--- src/rtl/criptografia_gost.sv ---
// GOST 28147-89 ECB block cipher core: 64-bit block, 256-bit key, one Feistel round per clock.
module criptografia_gost (
  input  logic         clock,
  input  logic         reset,
  input  logic         start,
  input  logic         enc_dec,
  input  logic [63:0]  data_i,
  input  logic [255:0] key_i,
  output logic [63:0]  data_o,
  output logic         busy_o,
  output logic         ready_o
);

  localparam int unsigned WORD_W  = 32;
  localparam int unsigned BLOCK_W = 64;
  localparam int unsigned KEY_W   = 256;
  localparam int unsigned RND_W   = 5;
  localparam int unsigned ROT     = 11;

  // Each row lists S-box outputs for inputs 0..F, input 0 in the top nibble.
  localparam logic [63:0] SBOX_ROWS [8] = '{
    64'h4A92D80E6B1C7F53,
    64'hEB4C6DFA23810759,
    64'h581DA342EFC7609B,
    64'h7DA1089FE46CB253,
    64'h6C715FD84A9E03B2,
    64'h4BA0721D36859CFE,
    64'hDB413F590AE7682C,
    64'h1FD057A4923E6B8C
  };

  typedef enum logic [1:0] {IDLE, RUN, DONE} state_e;

  state_e               state_q, state_d;
  logic [RND_W-1:0]     rnd_q, rnd_d;
  logic [WORD_W-1:0]    n1_q, n1_d;
  logic [WORD_W-1:0]    n2_q, n2_d;
  logic [KEY_W-1:0]     key_q, key_d;
  logic                 enc_q, enc_d;
  logic [BLOCK_W-1:0]   data_q, data_d;
  logic                 busy_q, busy_d;
  logic                 ready_q, ready_d;

  logic                 key_rev;
  logic [2:0]           key_idx;
  logic [WORD_W-1:0]    subkey;
  logic [WORD_W-1:0]    sum;
  logic [WORD_W-1:0]    subst;
  logic [WORD_W-1:0]    f_val;
  logic [WORD_W-1:0]    mixed;

  function automatic logic [3:0] sbox_lookup(input logic [2:0] box, input logic [3:0] x);
    logic [63:0] row;
    logic [5:0]  sh;
    row = SBOX_ROWS[box];
    sh  = 6'd60 - {x, 2'b00};
    return row[sh +: 4];
  endfunction

  // Round function: subkey schedule, modular add, S-box layer, rotate, mix into N2.
  always_comb begin
    key_rev = enc_q ? (rnd_q[4:3] == 2'b11) : (rnd_q[4:3] != 2'b00);
    key_idx = key_rev ? ~rnd_q[2:0] : rnd_q[2:0];
    subkey  = key_q[{key_idx, 5'b00000} +: WORD_W];
    sum     = n1_q + subkey;
    subst   = '0;
    for (int unsigned i = 0; i < 8; i++) begin
      subst[4*i +: 4] = sbox_lookup(3'(i), sum[4*i +: 4]);
    end
    f_val = {subst[WORD_W-ROT-1:0], subst[WORD_W-1:WORD_W-ROT]};
    mixed = n2_q ^ f_val;
  end

  // Next-state and datapath control.
  always_comb begin
    state_d = state_q;
    rnd_d   = rnd_q;
    n1_d    = n1_q;
    n2_d    = n2_q;
    key_d   = key_q;
    enc_d   = enc_q;
    data_d  = data_q;
    busy_d  = busy_q;
    ready_d = ready_q;
    case (state_q)
      IDLE, DONE: begin
        if (start) begin
          state_d = RUN;
          rnd_d   = '0;
          n1_d    = data_i[31:0];
          n2_d    = data_i[63:32];
          key_d   = key_i;
          enc_d   = enc_dec;
          busy_d  = 1'b1;
          ready_d = 1'b0;
        end
      end
      RUN: begin
        rnd_d = rnd_q + RND_W'(1);
        if (rnd_q == RND_W'(31)) begin
          // Final round keeps N1 in place (no swap) and publishes the block.
          n2_d    = mixed;
          data_d  = {mixed, n1_q};
          state_d = DONE;
          busy_d  = 1'b0;
          ready_d = 1'b1;
        end else begin
          n1_d = mixed;
          n2_d = n1_q;
        end
      end
      default: begin
        state_d = IDLE;
        busy_d  = 1'b0;
        ready_d = 1'b0;
      end
    endcase
  end

  // State and datapath registers.
  always_ff @(posedge clock or negedge reset) begin
    if (!reset) begin
      state_q <= IDLE;
      rnd_q   <= '0;
      n1_q    <= '0;
      n2_q    <= '0;
      key_q   <= '0;
      enc_q   <= 1'b0;
      data_q  <= '0;
      busy_q  <= 1'b0;
      ready_q <= 1'b0;
    end else begin
      state_q <= state_d;
      rnd_q   <= rnd_d;
      n1_q    <= n1_d;
      n2_q    <= n2_d;
      key_q   <= key_d;
      enc_q   <= enc_d;
      data_q  <= data_d;
      busy_q  <= busy_d;
      ready_q <= ready_d;
    end
  end

  assign data_o  = data_q;
  assign busy_o  = busy_q;
  assign ready_o = ready_q;

endmodule

--- config.mk ---
export PLATFORM = sky130hd
export DESIGN_NAME = criptografia_gost
export DESIGN_NICKNAME = d
export VERILOG_FILES = /design/src/rtl/criptografia_gost.sv
export SDC_FILE = /design/constraint.sdc
export NUM_CORES = 1
export LEC_CHECK = 0
export ABC_AREA = 1
export BUFFER_PORTS_ARGS = -buffer_cell sky130_fd_sc_hd__buf_2
export CAP_MARGIN = 0
export CORE_MARGIN = 2
export CORE_UTILIZATION = 60
export CTS_CLUSTER_SIZE = 25
export DETAILED_ROUTE_END_ITERATION = 6
export GPL_ROUTABILITY_DRIVEN = 0
export PLACE_DENSITY = 0.85
export SYNTH_ARGS = -nofsm -noshare
export SYNTH_HDL_FRONTEND = slang
export SYNTH_SLANG_ARGS = --single-unit
--- constraint.sdc ---
create_clock -name clock -period 9.7 [get_ports clock]
set_input_delay 1.94 -clock clock [delete_from_list [all_inputs] [get_ports clock]]
set_output_delay 1.94 -clock clock [all_outputs]
set_load 0.1 [all_outputs]
==> summary.txt <==
Outcome
  • Status: complete, but fails checks
  • Failing checks: DRC

Global routing
  • First-pass GRT wire length: 110000 µm
  • Initial antenna violation count: 1
  • GRT Util Overall: 0.366
  • Overflow after GRT: 0
  • Vias in the first global route: 21.3k
  • Largest net degree at the start of global routing: 184

Clocking
  • CTS tree: done
  • Reg clk slew, reported paths: 60 ps
  • Clock insertion delay at the later pin of the skew report: 560 ps
  • CTS Buffer Depth: 3
  • Cts hold-fix bufs: 0
  • CTS Root Cell: clkbuf_16
  • H-Tree Depth: 2
  • Post_cts resized: 0
  • CTS sink cnt: 393
  • CTS buffer count: 41
  • Post-CTS Setup Inserts: 0

Drt
  • Initial DRC count: 2459
  • Vias per cell: 5.71
  • Iteration count of the initial detailed-routing pass: 7
  • Final ANT Viol Nets: 0
  • Routed wire length: 69600 µm
  • Via Count: 22.2k
  • DR WL/cell: 17.9 µm
  • # DRC: 1

Worst setup path
  • R2r worst-path depth: 28
  • Reg2reg start: rnd_q[4]
  • Crit path from: rnd_q[4]
  • CP max stage cell: buf_4
  • Cell mode on critical path: nand2_1
  • CP Data Required Time: 10130 ps
  • Worst reg2reg setup slack: 4200 ps
  • Critical-path maximum fanout: 100
  • Crit path DAT: 5930 ps
  • Crit start category: register
  • Setup CP Type: register to register
  • FF-to-FF End: n1_q[10]
  • Worst Setup End Kind: register
  • Slowest stage delay, CP: 870 ps

Die
  • Die area: 38000 µm²
  • I/O pins: 390
  • Die Width: 195 µm
  • # rows: 69
  • Initial core utilization: 0.611
  • Die H: 195 µm
  • Core Box Area: 35700 µm²

Synthesis
  • Cells after Synth: 3088
  • Yosys cell types: 42
  • #FFs+latches synth: 393
  • Mean area per synthesized cell: 7.08 µm²
  • Cell Area, Synth: 21800 µm²
  • Yosys warns: 0
  • Async SR Flop Fraction: 1.00
  • Ys flop type: dfrtp_1
  • Sequential fraction of the synthesis area: 0.450
  • Post-synth net total: 3492
  • Number of flops mapped to enable cells by yosys: 0

STA
  • Max Clock Skew: 21.7 ps
  • RSZ-0062 raised after global routing: false
  • Final worst-path cycle share: 0.567
  • Fin. Hold Viols: 0
  • Worst slew pin tran: 1130 ps
  • Final Max Slew Viols: 0
  • Fin crit period: 5500 ps
  • Hold slack: 471 ps
  • Setup violators final: 0
  • Setup TNS: 0 ps
  • FMAX: 0.182 GHz
  • Relative slew slack: 0.243

Layout
  • # nets final: 3804
  • Register area: 9830 µm²
  • Diodes inserted: 0
  • Multi-input gate area: 10900 µm²
  • Layout area overhead: 16.5%
  • Final Cell Area: 25500 µm²
  • Fillers: 2854
  • Fraction of layout cells with a size suffix above 1: 0.158
  • Most frequent cells in the layout: nand2_1, dfrtp_1, buf_2
  • Commonest non-fill, non-tap cell in the layout: nand2_1

Placed design
  • PortBufs: 389
  • Placed Instance Area: 24100 µm²
  • Post-DP HPWL: 50300 µm

Hold path
  • Hold path start: key_q[246]
  • Hold Path Sink: key_q[246]
  • Hold/Removal Path Class: register to register
  • Hold depth: 2

Flow run
  • Max_cap viols: 0
kinds of logic (layout without fill, tap and decap cells):
kind of cell               Yosys count  after routing  share of synthesized area
AOI/OAI and AO/OA                  195            195                     0.0539
xor gates and xnor gates            31             31                     0.0141
adders and majority gates           80             80                     0.0462
buffers and inverters              300            642                     0.0519
and+or+nand+nor                   2089           2089                      0.384
DFF                                393            393                      0.450
synthesized netlist by cell type, types with 5 or more instances:
master	n	share of area
nand2_1	1614	0.28
dfrtp_1	393	0.45
nand3_1	289	0.066
inv_1	151	0.026
nor2_1	126	0.022
clkbuf_1	112	0.019
a21oi_1	90	0.021
ha_1	79	0.045
o21ai_0	38	0.0087
a221oi_1	32	0.013
nand2_2	28	0.0080
buf_1	22	0.0038
xor2_1	19	0.0076
inv_2	8	0.0014
a22oi_1	7	0.0024
nand4_1	7	0.0020
xnor2_1	7	0.0028
buf_2	6	0.0014
o21bai_1	6	0.0021
nand3b_1	5	0.0017
nor2_2	5	0.0014
o21ai_1	5	0.0011
area by class of cell:
type | count | area share
Clock buffer | 61 | 0.0480
Timing Repair Buffer | 409 | 0.0833
Sequential cell | 393 | 0.386
Multi-Input combinational cell | 2395 | 0.429
Inverter | 160 | 0.0238
Clock inverter | 12 | 0.00678
Tap cell | 461 | 0.0227
sequential cells by signal, summed over array words and instances, names as in the netlist:
register  cells
n1_q         32
busy_o        1
data_o       64
enc_q         1
state_q       2
rnd_q         5
n2_q         32
key_q       256
worst max-delay path by stage:
| stage | endpoint | cells after the start | slack, ps |
|---|---|---|---|
| 6_report | n1_q[10] | 28 | 4200 |
| 2_1_floorplan | n1_q[2] | 32 | 5650 |
| 5_1_grt | n1_q[10] | 29 | 3740 |
| 3_5_place_dp | n1_q[2] | 32 | 4410 |
| 4_1_cts | n1_q[2] | 32 | 4380 |
| 3_3_place_gp | n1_q[2] | 32 | 4560 |
worst max-delay path: cells and delay by family, from the launching register on:
kind / cells / cell delay (ps)
flops: 1 / 400
buf+inv: 4 / 1210
simple gates: 19 / 2420
compound gates: 3 / 570
fa+ha+maj: 2 / 690
metal layers:
metal  part of all wire  global-route usage  vias to the layer above
met1               0.38               0.475                    10348
met3               0.11              0.0770                      243
li1                   -                   -                    10321
met5            0.00019                   0                        -
met4              0.059               0.200                        2
met2               0.46               0.578                     1302
stage by stage:
step	std cells	setup slack (ps)	utilization
floorplan	3088	5650	-
global placement	3818	4560	0.673
detailed placement	3818	4410	0.673
CTS	3891	4380	0.712
global route	3891	3740	0.712
finish	3891	4200	0.712
Power is not shown: default switching activity piles up to over one toggle a cycle in this logic, so the estimate is an artifact.
